## src/rtl/dpram_uart_tx_sched_if.sv

```systemverilog
// Bus bundle between the transmit scheduler, the dual-port RAM read port and the UART transmitter.
// master: scheduler side; slave: RAM/transmitter/requester side.
interface dpram_uart_tx_sched_if #(
  parameter int unsigned AW = 8,
  parameter int unsigned LW = 9
) ();

  logic          start;
  logic [AW-1:0] start_addr;
  logic [LW-1:0] byte_len;
  logic [AW-1:0] ram_rdaddr;
  logic [7:0]    ram_q;
  logic [7:0]    data_byte;
  logic          send_en;
  logic          tx_done;
  logic          busy;
  logic          done;
  logic          err;

  modport master (
    input  start,
    input  start_addr,
    input  byte_len,
    input  ram_q,
    input  tx_done,
    output ram_rdaddr,
    output data_byte,
    output send_en,
    output busy,
    output done,
    output err
  );

  modport slave (
    output start,
    output start_addr,
    output byte_len,
    output ram_q,
    output tx_done,
    input  ram_rdaddr,
    input  data_byte,
    input  send_en,
    input  busy,
    input  done,
    input  err
  );

endinterface

```

## src/rtl/dpram_uart_tx_sched.sv

```systemverilog
// Transmit scheduler: streams byte_len RAM bytes to a byte-wide UART, one tx_done per byte.
// Optional feature macro SUM_BYTE_EN appends an 8-bit checksum byte after the payload.
module dpram_uart_tx_sched #(
  parameter int unsigned AW      = 8,
  parameter int unsigned LW      = 9,
  parameter int unsigned RD_LAT  = 1,
  parameter int unsigned TIMEOUT = 65535
) (
  input logic                   clk,
  input logic                   rst,
  dpram_uart_tx_sched_if.master bus
);

  localparam logic [2:0] StIdle  = 3'd0;
  localparam logic [2:0] StRd    = 3'd1;
  localparam logic [2:0] StWaitq = 3'd2;
  localparam logic [2:0] StSend  = 3'd3;
  localparam logic [2:0] StWaitd = 3'd4;
  localparam logic [2:0] StFin   = 3'd5;

  localparam logic [1:0]  LatInit = 2'(RD_LAT - 1);
  localparam logic [16:0] TmoLast = 17'(TIMEOUT - 1);

  logic [2:0]    state_q, state_d;
  logic [AW-1:0] addr_q, addr_d;
  logic [LW-1:0] rem_q, rem_d;
  logic [1:0]    lat_q, lat_d;
  logic [16:0]   tmo_q, tmo_d;
  logic [7:0]    sum_q, sum_d;
  logic [AW-1:0] rdaddr_q, rdaddr_d;
  logic [7:0]    data_q, data_d;
  logic          send_en_q, send_en_d;
  logic          busy_q, busy_d;
  logic          done_q, done_d;
  logic          err_q, err_d;
`ifdef SUM_BYTE_EN
  logic          sum_phase_q, sum_phase_d;
`endif

  always_comb begin
    state_d   = state_q;
    addr_d    = addr_q;
    rem_d     = rem_q;
    lat_d     = lat_q;
    tmo_d     = tmo_q;
    sum_d     = sum_q;
    rdaddr_d  = rdaddr_q;
    data_d    = data_q;
    send_en_d = 1'b0;
    done_d    = 1'b0;
    err_d     = 1'b0;
    // busy stays up through the done/err pulse cycle, so a start there is refused.
    busy_d    = busy_q && !(done_q || err_q);
`ifdef SUM_BYTE_EN
    sum_phase_d = sum_phase_q;
`endif

    case (state_q)
      StIdle: begin
        if (bus.start && !busy_q) begin
          addr_d = bus.start_addr;
          rem_d  = bus.byte_len;
          sum_d  = 8'h00;
          tmo_d  = '0;
          busy_d = 1'b1;
`ifdef SUM_BYTE_EN
          sum_phase_d = 1'b0;
`endif
          if (bus.byte_len == '0) begin
`ifdef SUM_BYTE_EN
            data_d      = 8'h00;
            sum_phase_d = 1'b1;
            send_en_d   = 1'b1;
            state_d     = StSend;
`else
            state_d = StFin;
`endif
          end else begin
            rdaddr_d = bus.start_addr;
            state_d  = StRd;
          end
        end
      end

      StRd: begin
        lat_d   = LatInit;
        state_d = StWaitq;
      end

      StWaitq: begin
        if (lat_q == 2'd0) begin
          data_d    = bus.ram_q;
          sum_d     = sum_q + bus.ram_q;
          send_en_d = 1'b1;
          state_d   = StSend;
        end else begin
          lat_d = lat_q - 2'd1;
        end
      end

      StSend: begin
        tmo_d   = '0;
        state_d = StWaitd;
`ifdef SUM_BYTE_EN
        if (!sum_phase_q) begin
          addr_d = addr_q + AW'(1);
          rem_d  = rem_q - LW'(1);
        end
`else
        addr_d = addr_q + AW'(1);
        rem_d  = rem_q - LW'(1);
`endif
      end

      StWaitd: begin
        // tx_done takes priority over a coincident timeout.
        if (bus.tx_done) begin
          if (rem_q != '0) begin
            rdaddr_d = addr_q;
            state_d  = StRd;
          end else begin
`ifdef SUM_BYTE_EN
            if (!sum_phase_q) begin
              data_d      = sum_q;
              sum_phase_d = 1'b1;
              send_en_d   = 1'b1;
              state_d     = StSend;
            end else begin
              state_d = StFin;
            end
`else
            state_d = StFin;
`endif
          end
        end else if (tmo_q >= TmoLast) begin
          err_d   = 1'b1;
          state_d = StIdle;
        end else if (tmo_q != '1) begin
          tmo_d = tmo_q + 17'd1;
        end
      end

      StFin: begin
        done_d  = 1'b1;
        state_d = StIdle;
      end

      default: state_d = StIdle;
    endcase
  end

  always_ff @(posedge clk or negedge rst) begin
    if (!rst) begin
      state_q   <= StIdle;
      addr_q    <= '0;
      rem_q     <= '0;
      lat_q     <= '0;
      tmo_q     <= '0;
      sum_q     <= '0;
      rdaddr_q  <= '0;
      data_q    <= '0;
      send_en_q <= 1'b0;
      busy_q    <= 1'b0;
      done_q    <= 1'b0;
      err_q     <= 1'b0;
`ifdef SUM_BYTE_EN
      sum_phase_q <= 1'b0;
`endif
    end else begin
      state_q   <= state_d;
      addr_q    <= addr_d;
      rem_q     <= rem_d;
      lat_q     <= lat_d;
      tmo_q     <= tmo_d;
      sum_q     <= sum_d;
      rdaddr_q  <= rdaddr_d;
      data_q    <= data_d;
      send_en_q <= send_en_d;
      busy_q    <= busy_d;
      done_q    <= done_d;
      err_q     <= err_d;
`ifdef SUM_BYTE_EN
      sum_phase_q <= sum_phase_d;
`endif
    end
  end

  assign bus.ram_rdaddr = rdaddr_q;
  assign bus.data_byte  = data_q;
  assign bus.send_en    = send_en_q;
  assign bus.busy       = busy_q;
  assign bus.done       = done_q;
  assign bus.err        = err_q;

endmodule
```

## src/flat_wrapper.sv

```systemverilog
// flat-port wrapper written by rule: the top's interface ports become plain ports
module dpram_uart_tx_sched_flat 
#(
  parameter int unsigned AW      = 8,
  parameter int unsigned LW      = 9,
  parameter int unsigned RD_LAT  = 1,
  parameter int unsigned TIMEOUT = 65535
)
  (clk, rst, bus_start, bus_start_addr, bus_byte_len, bus_ram_q, bus_tx_done, bus_ram_rdaddr, bus_data_byte, bus_send_en, bus_busy, bus_done, bus_err);
  dpram_uart_tx_sched_if #(.AW(AW), .LW(LW)) bus_i ();
  input logic clk;
  input logic rst;
  input wire logic [$bits(bus_i.start)-1:0] bus_start;
  input wire logic [$bits(bus_i.start_addr)-1:0] bus_start_addr;
  input wire logic [$bits(bus_i.byte_len)-1:0] bus_byte_len;
  input wire logic [$bits(bus_i.ram_q)-1:0] bus_ram_q;
  input wire logic [$bits(bus_i.tx_done)-1:0] bus_tx_done;
  output wire logic [$bits(bus_i.ram_rdaddr)-1:0] bus_ram_rdaddr;
  output wire logic [$bits(bus_i.data_byte)-1:0] bus_data_byte;
  output wire logic [$bits(bus_i.send_en)-1:0] bus_send_en;
  output wire logic [$bits(bus_i.busy)-1:0] bus_busy;
  output wire logic [$bits(bus_i.done)-1:0] bus_done;
  output wire logic [$bits(bus_i.err)-1:0] bus_err;
  assign bus_i.start = bus_start;
  assign bus_i.start_addr = bus_start_addr;
  assign bus_i.byte_len = bus_byte_len;
  assign bus_i.ram_q = bus_ram_q;
  assign bus_i.tx_done = bus_tx_done;
  assign bus_ram_rdaddr = bus_i.ram_rdaddr;
  assign bus_data_byte = bus_i.data_byte;
  assign bus_send_en = bus_i.send_en;
  assign bus_busy = bus_i.busy;
  assign bus_done = bus_i.done;
  assign bus_err = bus_i.err;
  dpram_uart_tx_sched #(.AW(AW), .LW(LW), .RD_LAT(RD_LAT), .TIMEOUT(TIMEOUT)) u_core (.clk(clk), .rst(rst), .bus(bus_i));
endmodule
```

## config.mk

```make
export PLATFORM = sky130hd
export DESIGN_NAME = dpram_uart_tx_sched_flat
export DESIGN_NICKNAME = d
export VERILOG_FILES = /design/src/rtl/dpram_uart_tx_sched_if.sv /design/src/rtl/dpram_uart_tx_sched.sv /design/src/flat_wrapper.sv
export SDC_FILE = /design/constraint.sdc
export NUM_CORES = 1
export LEC_CHECK = 0
export CAP_MARGIN = 25
export CORE_UTILIZATION = 43
export DETAILED_ROUTE_END_ITERATION = 12
export DONT_BUFFER_PORTS = 1
export GPL_TIMING_DRIVEN = 0
export PLACE_DENSITY_LB_ADDON = 0.2
export SYNTH_ARGS = -nofsm -noshare
export SYNTH_HDL_FRONTEND = slang
export SYNTH_SLANG_ARGS = --single-unit
```

## constraint.sdc

```tcl
create_clock -name clk -period 1.8 [get_ports clk]
set_clock_uncertainty 0.1 [all_clocks]
set_input_delay 0.18 -clock clk [delete_from_list [all_inputs] [get_ports clk]]
set_output_delay 0.18 -clock clk [all_outputs]
set_load 0.02 [all_outputs]
```

==> reports/metrics.yaml, run 1 <==
setup_path:
  endpoint_kind: "register"
  crit_top_cell: "nand4_1"
  cp_max_fo: 5
  cp.arrival_ns: 2.13
  crit_slowest_cell: "dfrtp_1"
  crit_type: "register to register"
  critPathRequiredTime_ns: 1.95
  critPathMaxStageDelay_ns: 0.37
  worstPathCellList: "and3_4 -> nand4_1 -> nor4_4 -> ha_2 -> a21oi_4 -> buf_6 -> nand4_1 -> mux2i_1"
  start_kind: "register"
floorplanning:
  die_x_um: 87.82
  coreArea_mm2: 0.006944
  rows: 30
  ioPinCount: 49
  start_util_pct: 45.60
  die_h_um: 87.82
  die_area_mm2: 0.007711
run_status:
  status: "complete, but fails checks"
  failed_checks: "setup timing"
global_routing:
  antenna_found_initial: 0
  grt_max_degree: 60
  grt_overflow_total: 0
  grt_usage_pct: 23.55
  grt_pass1_vias: 2767
  grt_pass1_wl_um: 13630
yosys:
  syn_inst: 316
  ys_seq_area_share_pct: 46.62
  synth_seq_cells: 59
  synth_edf_count: 0
  syn-num-nets: 351
  syn-mean-instance-area_um2: 10.02
  async_flop_share_pct: 100.0
  ys_warn_count: 0
  synthesis.area_mm2: 0.003167
  yosysUniqueCellTypes: 58
  synth_flop_cell: "dfrtp_1"
sta:
  worst_slew_pin_slew_ns: 0.4247
  slew_viol_final: 0
  grt_setup_unrepaired: "true"
  relSlewSlack_pct: 71.62
  hold_viol_final: 0
  setup_viol: 25
  finalCritPeriodShare_pct: 110.1
  layout_setup_ws_ns: -0.1821
  max_freq_ghz: 0.5045
  tns_ns: -2.701
  fin_crit_ns: 1.982
hold_path:
  hold_class: "input pin to register"
place:
  routabilityCongestion: 0.8504
  dp_hpwl_um: 4821
  post-place-ws_ns: -0.3829
  portBuffers: 0
routing:
  dr.max_layer_used: "met4"
  wl_met1_um: 3912
  routed_wl_um: 9001
  wl_met2_um: 4287
  drcViolationCount: 0
  met3_length_um: 529
  drt-initial-drc-count: 143
  ant_nets: 0
  vias: 2895
  drt_pass1_iterations: 5
  post_drt_wl_per_cell_um: 18.11
  routed_via_density: 5.825
finish:
  nFillCells: 506
  num_antenna_cells: 0
  drive_above_1_share_pct: 37.16
  syn2layout_area_growth_pct: 45.04
  fin_nets: 431
pwr:
  p_seq_share_pct: 36.0
  clkPwrFrac_pct: 17.7
  combPwrFrac_pct: 46.3
  powerDensity_mw_per_mm2: 1489
  switching_power_mw: 2.800
  p_leak_nw: 1.955
  sw_frac_of_total_pct: 40.93
  p_int_mw: 4.041
  vdd_drop_max_v: 0.0008873
cts:
  cts_buffer_depth: 2
  cts_tree: "built"
  clock-sinks: 59
  cts_root_buf: "clkbuf_8"
  path_clk_slew_ns: 0.07
  clk_latency_ns: 0.35
  ctsHtreeMaxLevel: 3
  cts_buffers: 9
job:
  maxCapViolCount: 0
[path summary, 6_finish.rpt]
check                                                 start                            end  slack (ns)  cells past startpoint
worst max-delay path            u_core.tmo_q[5]$_DFFE_PN0P_    u_core.tmo_q[4]$_DFFE_PN0P_       -0.18                      8
worst min-delay path                        bus_byte_len[8]  u_core.state_q[2]$_DFFE_PN0P_        0.05                      4
worst max register to register  u_core.tmo_q[5]$_DFFE_PN0P_    u_core.tmo_q[4]$_DFFE_PN0P_       -0.18                      8
worst min register to register  u_core.rem_q[7]$_DFFE_PN0P_    u_core.rem_q[7]$_DFFE_PN0P_        0.41                      1
max in group asynchronous                               rst      u_core.bus.busy$_DFF_PN0_        1.03                      2
min in group asynchronous                               rst    u_core.rem_q[2]$_DFFE_PN0P_        0.25                      2
[placed cells by master, fill, tap and decap left out, types with 4 or more instances in the layout]
cell,count
a21oi_1,4
a21oi_2,6
a221o_1,4
a2bb2oi_2,8
and2_1,4
and3_1,6
buf_4,28
buf_6,14
clkbuf_4,4
clkbuf_8,10
dfrtp_1,54
dfrtp_2,5
dlygate4sd3_1,27
inv_1,8
mux2_2,8
mux2i_1,11
nand2_1,32
nand2b_1,11
nand3_2,9
nand4_1,10
nor2_1,21
nor4_1,4
o21ai_0,4
o21ai_1,5
o22ai_1,4
o22ai_2,5
[critical path, delay by kind of cell (launching register included)]
kind | cells | cell delay (ns)
AND/OR/NAND/NOR | 4 | 0.70
flip-flops | 1 | 0.37
AO/OA/AOI/OAI | 1 | 0.07
buffers and inverters | 1 | 0.15
adder cells (fa/ha/maj) | 1 | 0.26
multiplexers | 1 | 0.25
[synthesized netlist by cell type (7+ instances only)]
cell type / count / area [um2]
nor2_1: 23 / 86.33
nand2_1: 33 / 123.9
inv_1: 9 / 33.78
mux2_2: 8 / 90.09
a2bb2oi_1: 8 / 70.07
nand4_1: 10 / 62.56
a21oi_1: 9 / 45.04
o22ai_1: 10 / 62.56
o21ai_0: 10 / 50.05
nand2b_1: 11 / 68.82
nand3_1: 11 / 55.05
dfrtp_1: 59 / 1476
mux2i_1: 11 / 110.1
clkbuf_1: 7 / 26.28
and3_1: 8 / 50.05
[through the flow]
stage	utilization, %	cells	power, mW	area, um2	hold WS [ns]
after CTS	62.59	491	6.336	4347	0.05060
final	66.14	497	6.841	4593	0.05382
after global placement	47.96	412	4.313	3331	-0.2141
after detailed placement	47.96	412	4.353	3331	-0.2139
after global routing	66.14	497	7.209	4593	0.08567
after floorplan	-	316	3.870	3211	-0.2156
[flip-flops by register name (all words and copies together), names as in the netlist]
register,flops
u_core.tmo_q,17
u_core.rem_q,9
u_core.addr_q,8
u_core.bus.data_byte,8
u_core.bus.ram_rdaddr,8
u_core.state_q,3
u_core.lat_q,2
u_core.bus.busy,1
u_core.bus.done,1
u_core.bus.err,1
u_core.bus.send_en,1
[area by class of cell]
cell class                 instances  area, um2  area share, %
buffer                            14      146.4          3.187
clock buffer                      11      141.4          3.078
clock inverter                     5      52.55          1.144
inverter                           9      36.28         0.7900
multi-input combinational        234       1927          41.95
sequential                        59       1483          32.28
tap                               96      120.1          2.615
timing repair buffer              69      686.9          14.96
[power by group through the flow]
stage	Clock, mW	Sequential (mW)	Combinational, mW
finish	1.21	2.46	3.17
global route	1.29	2.53	3.39
CTS	1.23	2.43	2.68
detailed placement	0	2.42	1.94
global placement	0	2.41	1.90
floorplan	0	2.33	1.54
[kinds of logic after synthesis]
kind of cell | synth area share (%)
buffers and inverters | 3.556
multiplexers | 6.322
XOR/XNOR | 0.5532
AND/OR/NAND/NOR | 22.28
AO/OA/AOI/OAI | 18.29
flip-flops | 46.62
adder cells (fa/ha/maj) | 2.371
[per-layer routing]
layer	GRT usage [%]	vias to the layer above
li1	-	1340
met1	31.58	1405
met2	37.07	125
met3	4.430	25
met4	10.58	0
met5	0	-
[repair_timing]
item	4_1_cts	5_1_grt
setup endpoints to repair	44	45
gates resized for setup	58	47
hold buffers	28	0
gates cloned	4	1
hold endpoints to repair	94	0
buffers inserted	32	5
pin swaps	23	24
No activity file was read; power rests on OpenSTA's default activity.
==> run 2, diff against run 1 <==
--- a/config.mk
+++ b/config.mk
@@ -6,6 +6,7 @@
 export NUM_CORES = 1
 export LEC_CHECK = 0
 export CAP_MARGIN = 25
+export CORE_ASPECT_RATIO = 1.4
 export CORE_UTILIZATION = 43
 export DETAILED_ROUTE_END_ITERATION = 12
 export DONT_BUFFER_PORTS = 1
==> run 2 against run 1 <==
Largest cell class unchanged; die area hardly changed; via count fell by 3.0%; final cell count shrank 2.6%; the run still ends with setup timing left.
==> reports/metrics.yaml, run 2 (synthesized netlist as in run 1, its figures left out) <==
setup_path:
  worst-path-buf-inv: 4  # +3
  r2r-start: "u_core.tmo_q[0]$_DFFE_PN0P_"
  path_delay_family: "buffers and inverters"
  r2r_cells: 9  # +1
  cp_max_fo: 6  # +1
  crit_top_cell: "buf_6"
  critPathMaxStageDelay_ns: 0.42  # +0.05 ns
  cp.arrival_ns: 2.10  # -0.03 ns
  critPathRequiredTime_ns: 1.96  # about the same
  start_kind: "register"
  crit_type: "register to register"
  ff2ff_setup_slack_ns: -0.14  # +0.05 ns
  worstPathCellList: "buf_6 -> inv_4 -> ha_4 -> a21oi_2 -> o41a_1 -> buf_6 -> buf_8 -> nand4_1 -> mux2i_1"
  crit_slowest_cell: "dfrtp_1"
  r2r-end: "u_core.tmo_q[8]$_DFFE_PN0P_"
  endpoint_kind: "register"
floorplanning:
  ioPinCount: 49  # unchanged
  start_util_pct: 45.07  # -0.54 points
  coreArea_mm2: 0.007027  # +1.2%
  die_h_um: 103.5  # +18%
  die_area_mm2: 0.007717  # about the same
  die_x_um: 74.53  # -15%
  rows: 36  # +20%
global_routing:
  grt_max_degree: 60  # unchanged
  antenna_found_initial: 0  # unchanged
  grt_usage_pct: 22.90  # -0.65 points
  grt_overflow_total: 0  # unchanged
  grt_pass1_wl_um: 13370  # -1.9%
  grt_pass1_vias: 2806  # +1.4%
place:
  postPlaceCellArea_mm2: 0.003329  # about the same
  portBuffers: 0  # unchanged
  dp_hpwl_um: 5223  # +8.4%
  routabilityCongestion: 0.8061  # -5.2%
routing:
  drt_pass1_iterations: 4  # -1
  drt-initial-drc-count: 191  # +34%
  ant_nets: 0  # unchanged
  vias: 2809  # -3.0%
  post_drt_wl_per_cell_um: 18.17  # +0.32%
  routed_wl_um: 8794  # -2.3%
  routed_via_density: 5.804  # -0.36%
  drcViolationCount: 0  # unchanged
finish:
  most-common-layout-cells: "dfrtp_1 (52), nand2_1 (32), dlygate4sd3_1 (27)"
  design_area_mm2: 0.004443  # -3.3%
  largest_register_ffs: 17  # unchanged
  drive_above_1_share_pct: 35.22  # -1.9 points
  layout_commonest_cell: "dfrtp_1"
  reg_top3: "u_core.tmo_q x17, u_core.rem_q x9"
  nFillCells: 570  # +13%
  top_register: "u_core.tmo_q"
  multiInputGateArea_mm2: 0.001911  # -0.84%
  fin_nets: 419  # -2.8%
  syn2layout_area_growth_pct: 40.30
  seqCellArea_mm2: 0.001485  # +0.17%
  num_antenna_cells: 0  # unchanged
cts:
  clock-sinks: 59  # unchanged
  ctsHtreeMaxLevel: 3  # unchanged
  clk_latency_ns: 0.34  # about the same
  path_clk_slew_ns: 0.07  # about the same
  cts_root_buf: "clkbuf_8"
  cts_buffers: 9  # unchanged
  cts_buffer_depth: 2  # unchanged
  cts_tree: "built"
run_status:
  failed_checks: "setup timing"
  status: "complete, but fails checks"
sta:
  grt_setup_unrepaired: "true"
  hold_viol_final: 0  # unchanged
  finalCritPeriodShare_pct: 107.6  # -2.5 points
  relSlewSlack_pct: 67.60  # -4.0 points
  worst_slew_pin_slew_ns: 0.4816  # +0.05695 ns
  setup_viol: 25  # unchanged
  layout_setup_ws_ns: -0.1369  # +0.04522 ns
  fin_crit_ns: 1.937  # -0.04522 ns
  slew_viol_final: 0  # unchanged
  max_freq_ghz: 0.5163  # +2.3%
pwr:
  sw_frac_of_total_pct: 41.45  # +0.52 points
  power_mw: 6.540  # -4.4%
  p_leak_nw: 1.857  # -5.0%
  p_int_mw: 3.829  # -5.2%
  vdd_drop_max_v: 0.0005827  # -34%
  powerDensity_mw_per_mm2: 1472  # -1.2%
  p_seq_share_pct: 38.1  # +2.1 points
  combPwrFrac_pct: 43.4  # -2.9 points
  clkPwrFrac_pct: 18.5  # +0.8 points
  switching_power_mw: 2.711  # -3.2%
hold_path:
  worstHoldPathCells: 4  # unchanged
  hold_end: "u_core.state_q[2]$_DFFE_PN0P_"
  hold_start: "bus_byte_len[8]"
  hold_class: "input pin to register"
job:
  maxCapViolCount: 0  # unchanged
==> run 2: cell count changes in the layout (fill, tap and decap cells not counted), sizes merged <==
cell  previous run  this run
buf             49        37
==> run 2: cell type report <==
cell class | instances | share of cell area (%)
Buffer | 14 | 2.788
Clock buffer | 11 | 3.182
Clock inverter | 5 | 1.183
Inverter | 9 | 0.8167
Multi-Input combinational cell | 234 | 43.00
Sequential cell | 59 | 33.43
Tap cell | 95 | 2.675
Timing Repair Buffer | 57 | 12.93
==> run 2: routing by layer <==
metal	up-vias	wire length (um)	track usage (%)
met1	1405	3505	26.52
met2	68	4698	38.67
li1	1317	-	-
met3	19	376	6.031
met5	-	0	0
met4	0	214	9.704
==> run 2: repair_timing <==
item,CTS,global route
setup endpoints to repair,43,42
cloned,2,2
hold buffers,27,1
setup buffers,15,11
pin swaps,21,29
endpoints found under the hold margin,94,3
gates resized for setup,28,64
==> run 2: worst max path at each step <==
stage                                 from                              endpoint  slack (ns)  depth (start not counted)
6_report       u_core.tmo_q[0]$_DFFE_PN0P_           u_core.tmo_q[8]$_DFFE_PN0P_       -0.14                          9
2_1_floorplan  u_core.tmo_q[3]$_DFFE_PN0P_           u_core.tmo_q[2]$_DFFE_PN0P_      -0.004                          6
3_3_place_gp     u_core.bus.busy$_DFF_PN0_  u_core.bus.ram_rdaddr[2]$_DFFE_PN0P_       -0.37                          5
5_1_grt        u_core.tmo_q[4]$_DFFE_PN0P_           u_core.tmo_q[7]$_DFFE_PN0P_       -0.22                          8
4_1_cts        u_core.tmo_q[3]$_DFFE_PN0P_           u_core.tmo_q[5]$_DFFE_PN0P_       -0.14                          8
3_5_place_dp     u_core.bus.busy$_DFF_PN0_  u_core.bus.ram_rdaddr[6]$_DFFE_PN0P_       -0.37                          5
==> run 2: worst reg2reg max path, stage by stage, from the launching register on <==
cell and delay, ns:
dfrtp_1 0.42, buf_6 0.15, inv_4 0.05, ha_4 0.12, a21oi_2 0.04, o41a_1 0.41
buf_6 0.16, buf_8 0.13, nand4_1 0.09, mux2i_1 0.19
==> run 2: power groups by stage <==
stage          Sequential, mW  Combinational, mW  Clock, mW
6_report                 2.49               2.84       1.21
2_1_floorplan            2.33               1.54          0
3_3_place_gp             2.43               1.89          0
3_5_place_dp             2.44               1.94          0
4_1_cts                  2.44               2.33       1.24
5_1_grt                  2.54               3.06       1.29
==> run 2: stage by stage <==
stage,hold WS [ns],util (%),setup TNS [ns],instances,worst slack (ns)
after floorplan,-0.2156,-,-0.004240,316,-0.004240
after CTS,-0.08846,57.53,-2.467,470,-0.1362
after global routing,0.1141,63.23,-4.225,484,-0.2185
after detailed placement,-0.2142,47.38,-9.839,411,-0.3700
final,0.08097,63.23,-2.317,484,-0.1369
after global placement,-0.2143,47.38,-9.238,411,-0.3673
==> run 3, diff against run 2 <==
--- a/config.mk
+++ b/config.mk
@@ -5,6 +5,7 @@
 export SDC_FILE = /design/constraint.sdc
 export NUM_CORES = 1
 export LEC_CHECK = 0
+export ABC_CLOCK_PERIOD_IN_PS = 1800
 export CAP_MARGIN = 25
 export CORE_ASPECT_RATIO = 1.4
 export CORE_UTILIZATION = 43
==> results of run 3 <==
Same layout as run 2: the final DEF is identical, and so are final timing and power.
